### config.mk
export PLATFORM = sky130hd
export DESIGN_NAME = register_bank8x16
export DESIGN_NICKNAME = d
export VERILOG_FILES = /design/src/rtl/reg_bank_pkg.sv /design/src/rtl/reg16_cell.sv /design/src/rtl/register_bank8x16.sv
export SDC_FILE = /design/constraint.sdc
export NUM_CORES = 1
export LEC_CHECK = 0
export BUFFER_PORTS_ARGS = -buffer_cell sky130_fd_sc_hd__buf_4
export CORE_MARGIN = 5
export CORE_UTILIZATION = 52
export DETAILED_ROUTE_END_ITERATION = 6
export GPL_TIMING_DRIVEN = 0
export PLACE_DENSITY = 0.88
export SLEW_MARGIN = 20
export SYNTH_ARGS = -nofsm -noshare
export SYNTH_HDL_FRONTEND = slang
export SYNTH_HIERARCHICAL = 1
export SYNTH_SLANG_ARGS = --single-unit
### constraint.sdc
create_clock -name clock -period 1.8 [get_ports clock]
set_input_delay 0.09 -clock clock [delete_from_list [all_inputs] [get_ports clock]]
set_output_delay 0.09 -clock clock [all_outputs]
set_load 0.03 [all_outputs]
### src/rtl/reg_bank_pkg.sv
// Shared sizing and op encoding for the 8x16 operand register bank.
// Imported by the bank top level and its per-entry cell.
package reg_bank_pkg;

    localparam int WIDTH  = 16;
    localparam int DEPTH  = 8;
    localparam int ADDR_W = 3;

    typedef enum logic [1:0] {
        OP_NOP  = 2'b00,
        OP_LOAD = 2'b01,
        OP_INC  = 2'b10,
        OP_CLR  = 2'b11
    } reg_op_t;

endpackage

### src/rtl/reg16_cell.sv
// One bank entry with its sticky increment-overflow flag.
// The op is only decoded when the entry is selected, so X on idle inputs is harmless.
module reg16_cell
    import reg_bank_pkg::*;
#(
    parameter int W = WIDTH
) (
    input  logic         clock,
    input  logic         reset,
    input  logic         sel,
    input  logic [1:0]   op,
    input  logic [W-1:0] wr_data,
    output logic [W-1:0] q,
    output logic         ovf
);

    logic [W-1:0] q_q, q_d;
    logic         ovf_q, ovf_d;
    logic [W:0]   inc_sum;

    assign inc_sum = {1'b0, q_q} + {{W{1'b0}}, 1'b1};

    always_comb begin
        q_d   = q_q;
        ovf_d = ovf_q;
        if (sel) begin
            case (op)
                OP_LOAD: q_d = wr_data;
                OP_INC: begin
                    q_d = inc_sum[W-1:0];
                    if (inc_sum[W]) ovf_d = 1'b1;
                end
                OP_CLR: begin
                    q_d   = '0;
                    ovf_d = 1'b0;
                end
                default: ;
            endcase
        end
    end

    always_ff @(posedge clock or posedge reset) begin
        if (reset) begin
            q_q   <= '0;
            ovf_q <= 1'b0;
        end else begin
            q_q   <= q_d;
            ovf_q <= ovf_d;
        end
    end

    assign q   = q_q;
    assign ovf = ovf_q;

endmodule

### src/rtl/register_bank8x16.sv
// Eight-entry 16-bit register bank feeding the operand mux inputs m0..m7.
// Single write port; all entries and status are flop outputs only.
module register_bank8x16
    import reg_bank_pkg::*;
(
    input  logic              clock,
    input  logic              reset,
    input  logic              wr_en,
    input  logic [ADDR_W-1:0] wr_addr,
    input  logic [1:0]        op,
    input  logic [WIDTH-1:0]  wr_data,
    output logic [WIDTH-1:0]  r0,
    output logic [WIDTH-1:0]  r1,
    output logic [WIDTH-1:0]  r2,
    output logic [WIDTH-1:0]  r3,
    output logic [WIDTH-1:0]  r4,
    output logic [WIDTH-1:0]  r5,
    output logic [WIDTH-1:0]  r6,
    output logic [WIDTH-1:0]  r7,
    output logic [DEPTH-1:0]  ovf,
    output logic              wr_ack,
    output logic [ADDR_W-1:0] last_addr
);

    logic [WIDTH-1:0]  q [DEPTH];
    logic [DEPTH-1:0]  sel;
    logic              accept;
    logic              wr_ack_q, wr_ack_d;
    logic [ADDR_W-1:0] last_addr_q, last_addr_d;

    assign accept = wr_en && (op != OP_NOP);

    for (genvar i = 0; i < DEPTH; i++) begin : g_cell
        assign sel[i] = wr_en && (wr_addr == ADDR_W'(i));

        reg16_cell #(.W(WIDTH)) u_cell (
            .clock   (clock),
            .reset   (reset),
            .sel     (sel[i]),
            .op      (op),
            .wr_data (wr_data),
            .q       (q[i]),
            .ovf     (ovf[i])
        );
    end

    always_comb begin
        wr_ack_d    = accept;
        last_addr_d = last_addr_q;
        if (accept) last_addr_d = wr_addr;
    end

    always_ff @(posedge clock or posedge reset) begin
        if (reset) begin
            wr_ack_q    <= 1'b0;
            last_addr_q <= '0;
        end else begin
            wr_ack_q    <= wr_ack_d;
            last_addr_q <= last_addr_d;
        end
    end

    assign wr_ack    = wr_ack_q;
    assign last_addr = last_addr_q;

    assign r0 = q[0];
    assign r1 = q[1];
    assign r2 = q[2];
    assign r3 = q[3];
    assign r4 = q[4];
    assign r5 = q[5];
    assign r6 = q[6];
    assign r7 = q[7];

endmodule

**Word level (Yosys, flattened, before mapping)**

Index checks and enable logic that the tools add are counted.

- Memory bits (writable): 0
- Memories kept: 0
- Flip-flop bits (word level): 140
- Bits of input ports: 24
- Logic and storage cells: 97
- Latch bits: 0
- Memory bits (read-only): 0

- $mul: 0
- Add/subtract/negate cells: 8
- Order comparisons: 0
- Shift-type cells: 0
- Divide/modulo/power cells: 0
- Reduce and logical (&&, ||, !) cells: 29
- Eq/ne operators: 18
- Bitwise operators: 0
- Mux-type cells: 24

Operators by type and width:

| operator | number |
|---|---|
| $pmux W16 S3 | 8 |
| $add A16 B1 Y17 const B | 8 |
| $reduce_and A3 Y1 | 8 |
| $ne A2 B1 Y1 const B | 8 |
| $pmux W1 S2 | 8 |
| $reduce_and A2 Y1 | 8 |
| $eq A3 B3 Y1 const B | 4 |
| $logic_and A1 B1 Y1 | 9 |
| $mux W1 | 8 |
| $eq A3 B2 Y1 const B | 2 |
| $eq A2 B2 Y1 const B | 2 |
| $reduce_bool A2 Y1 | 2 |
| $eq A3 B1 Y1 const B | 1 |
| $logic_not A3 Y1 | 1 |
| $reduce_bool A3 Y1 | 1 |
| $eq A2 B1 Y1 const B | 1 |

**Longest topological paths before layout**

- Depth after elaboration: 3
- Gate-level depth with buffers: 7
- Depth with buffers taken out: 6

**Modules after synthesis**

The synthesis kept the hierarchy.

Modules (own cells, without submodules):

| module | cells an instance | seq. area each (sq um) | area each (sq um) | times used |
|---|---|---|---|---|
| reg16_cell | 152 | 425.4 | 1201.2 | 8 |
| register_bank8x16 | 23 | 100.1 | 209.0 | 1 |

**Worst setup path after synthesis**

OpenSTA, ideal clock, no wires.

- Kind: reg2reg
- From: register g_cell[0].u_cell.q_q[0]
- To: register g_cell[0].u_cell.q_q[12]
- Arrival: 1.850 ns
- Stages on the path, launching flop included: 6
- Slack: -0.137 ns
- Library setup time: 0.087 ns
- Clock period less this slack: 1.937 ns
- Path buffers: 0
- Path through: dfrtp_1 > ha_1 > nand3_2 > nor4_4 > or4b_1 > o211ai_1

- Cells in the longest elaborated chain, start to end: 2

Ends and longest elaborated chain:

| item | RTL line | text |
|---|---|---|
| start, declared | reg16_cell.sv:17 | `logic [W-1:0] q_q, q_d;` |
| start signal, assigned | reg16_cell.sv:47 | `q_q <= q_d;` |
| $add A16 B1 Y17 | reg16_cell.sv:21 | `assign inc_sum = {1'b0, q_q} + {{W{1'b0}}, 1'b1};` |
| $pmux W16 S3 | reg16_cell.sv:27 | `case (op)` |

Every way passes these cells.
A chain may end at the register's enable or synchronous reset.

**Final worst setup path**

- From: register g_cell[5].u_cell.q_q[10]
- To: register g_cell[5].u_cell.q_q[12]

- Cells in the longest elaborated chain, start to end: 2

Ends and longest elaborated chain:

| item | RTL line |
|---|---|
| start, declared | reg16_cell.sv:17 |
| start signal, assigned | reg16_cell.sv:47 |
| $add A16 B1 Y17 | reg16_cell.sv:21 |
| $pmux W16 S3 | reg16_cell.sv:27 |

Every way passes these cells.

==> flow_metrics.py <==
metrics = {
    "routing": {
        "vias_per_cell": 6.67,
        "first_pass_iters": 7,
        "wl_per_cell_um": 21.0,
        "remaining_drc_errors": 3,
        "vias": 11500,
        "drt_iter0_drc": 1349,
        "wirelength_um": 36100,
        "antenna_left": 0,
    },
    "worst_setup_path": {
        "path_cells": "nand4_1 > nor4_4 > or4b_1 > o211ai_1",
        "critPathLaunchType": "flip-flop",
        "endpoint_kind": "flip-flop",
        "max_stage_delay_ns": 0.48,
        "crit_path_top_delay_cell": "or4b_1",
        "cp_num_buf_inv": 0,
        "crit_required_ns": 2.14,
        "critical_path_class": "flip-flop to flip-flop",
        "cp_top_family": "simple AND/OR/NAND/NOR gates",
        "critical_path.max_fanout": 5,
        "critical_path_arrival_ns": 2.16,
    },
    "pwr": {
        "powerDensity_nw_per_um2": 978,
        "clockPowerShare_pct": 27.9,
        "leakagePower_nw": 5.08,
        "power.share.combinational_pct": 37.2,
        "sw_frac_of_total_pct": 39.8,
        "power_w": 0.0123,
        "peakVddDrop_v": 0.000800,
        "seqPwrFrac_pct": 34.9,
        "switchingPower_w": 0.00490,
        "cell_internal_pwr_w": 0.00740,
    },
    "yosys": {
        "synth-seq-cells": 140,
        "synth_top_family_by_area": "simple AND/OR/NAND/NOR gates",
        "synth_top_flop_cell": "dfrtp_1",
        "yosysMostFrequentCell": "dfrtp_1",
        "synth_area_leaders": "dfrtp_1, nand2_1, o21ai_0",
        "ys_seq_area_share_pct": 35.7,
        "synth_compound_area_share_pct": 25.0,
        "syn_area_sq_um": 9820,
        "synth-xor-area-share_pct": 0,
        "synth_fa_ha_area_share_pct": 1.02,
        "synth_nets": 1271,
        "syn_avg_cell_area_sq_um": 7.92,
        "syn_inst": 1239,
        "yosys.area.top_type": "dfrtp_1",
        "synth_mux_area_share_pct": 1.98,
        "synth_common_cells": "dfrtp_1, nand2_1, o21ai_0",
        "synth_top_area_share_pct": 35.7,
        "synth_edf_count": 0,
        "yosys_warnings": 6,
        "async_reset_ff_share_pct": 100,
        "synth.distinct_cells": 35,
        "yosys.area_share.simple_pct": 31.9,
    },
    "grt": {
        "grt_pass1_wl_um": 54200,
        "antenna_found_initial": 0,
        "grt_max_degree": 18,
        "grt_pass1_vias": 10100,
        "overflow": 0,
        "grt_usage_pct": 30.8,
    },
    "hold_path": {
        "hold_class": "input port to flip-flop",
    },
    "placed_design": {
        "portBuffers": 163,
        "place_congestion": 0.946,
        "place_ws_ns": -0.256,
        "hpwl_um": 23500,
        "place_inst": 1636,
    },
    "status": {
        "status": "finished, violations left",
        "violations": "DRC, setup timing",
    },
    "floorplan": {
        "ios": 164,
        "rows": 50,
        "die-area_sq_um": 21700,
        "coreArea_sq_um": 18600,
        "chipWidth_um": 147,
        "initial_core_util_pct": 52.7,
        "die_y_um": 147,
    },
    "clocking": {
        "clockBufferDepth": 2,
        "cts_root_buf": "clkbuf_16",
        "cts_tree": "done",
        "h-tree-depth": 4,
        "clock-sinks": 140,
        "clock_latency_ns": 0.42,
        "numCtsBuffers": 17,
        "clk_pin_slew_ns": 0.06,
    },
    "sta": {
        "finalHoldViolCount": 0,
        "tightest_slew_ns": 0.741,
        "slew_violations": 0,
        "max_freq_ghz": 0.548,
        "setup_slack_ns": -0.0235,
        "finalSetupViolCount": 2,
        "max_slew_margin_pct": 50.2,
        "post-route-period-util_pct": 101,
        "skew_ns": 0.0115,
        "rsz0062_at_grt": "yes",
        "period_needed_ns": 1.82,
    },
    "job": {
        "maxCapViolCount": 0,
    },
    "layout": {
        "antenna_cells": 0,
        "drive_gt1_share_pct": 21.6,
        "final_cells": 1717,
        "syn_to_final_growth_pct": 28.1,
        "n_fill_cell": 1447,
        "final_util_pct": 67.4,
        "nNetsFinal": 1502,
    },
}
==> layout by cell type, fill, tap and decap left out, types with 40 or more instances in the layout <==
cell	n
buf_4	207
nand2_1	130
dfrtp_1	111
o21ai_0	96
a21oi_1	88
nand3_1	88
nor2_1	78
a31oi_1	72
clkbuf_1	60
nand2b_1	59
inv_1	50
nor3_1	43
nor2b_1	40
==> flip-flops by register name (all words and copies together), names as in the netlist <==
register,flops
g_cell.u_cell/q,128
wr_ack,1
last_addr,3
g_cell.u_cell/ovf,8
==> cell type report <==
cell class	instances	area, sq um	share of cell area (%)
clock buffer	23	468	3.72
buffer	64	250	1.99
clock inverter	9	95.1	0.756
multi-input combinational	985	6140	48.8
sequential	140	3540	28.1
tap	234	293	2.33
inverter	50	188	1.49
timing repair buffer	212	1600	12.8
==> worst paths after layout <==
kind / start / to / slack (ns) / depth (start not counted)
max: g_cell[5].u_cell/q[10] / g_cell[5].u_cell/q[12] / -0.02 / 4
min: op[0] / wr_ack / 0.07 / 3
max reg2reg: g_cell[5].u_cell/q[10] / g_cell[5].u_cell/q[12] / -0.02 / 4
min reg2reg: last_addr[1] / last_addr[1] / 0.53 / 1
max in group asynchronous: reset / g_cell[4].u_cell/q[1] / 0.84 / 3
min in group asynchronous: reset / last_addr[2] / 0.21 / 3
==> per-stage QoR <==
step / setup TNS (ns) / hold slack, ns / area [sq um]
6_report: -0.0247 / 0.0671 / 12600
5_1_grt: -0.358 / 0.0571 / 12600
4_1_cts: -0.0565 / 0.0507 / 12000
3_5_place_dp: -2.70 / 0.0755 / 11400
3_3_place_gp: -2.42 / 0.0671 / 11400
2_1_floorplan: 0 / -0.144 / 9850
==> metal layers <==
layer | vias to the layer above | part of all wire (%) | global-route usage (%)
met2 | 802 | 46 | 47.9
met1 | 5359 | 37 | 40.8
met3 | 165 | 12 | 7.85
met5 | - | 0 | 0
li1 | 5126 | - | -
met4 | 0 | 5.3 | 14.0
==> power by group through the flow <==
stage          Combinational [W]  Clock [W]  Sequential, W
5_1_grt                  0.00487    0.00361        0.00436
3_5_place_dp             0.00400          0        0.00428
6_report                 0.00458    0.00343        0.00429
3_3_place_gp             0.00390          0        0.00426
2_1_floorplan            0.00185          0        0.00496
4_1_cts                  0.00404    0.00346        0.00424
==> logic make-up after synthesis <==
family | Yosys count
buf+inv | 114
flops | 140
mux | 19
compound gates | 385
fa+ha+maj | 8
simple gates | 573
==> tightest hold or removal path: cells and delay by family <==
family | cells | cell delay [ns]
compound gates | 1 | 0.11
buf+inv | 2 | 0.24
==> timing repair <==
item | CTS | global route
buffers inserted | 0 | 44
hold buffers | 5 | 0
hold endpoints to repair | 144 | 0
resized for setup | 4 | 43
endpoints found under the setup margin | 6 | 33
pin swaps | 0 | 12
No activity file was read; power rests on OpenSTA's default activity.
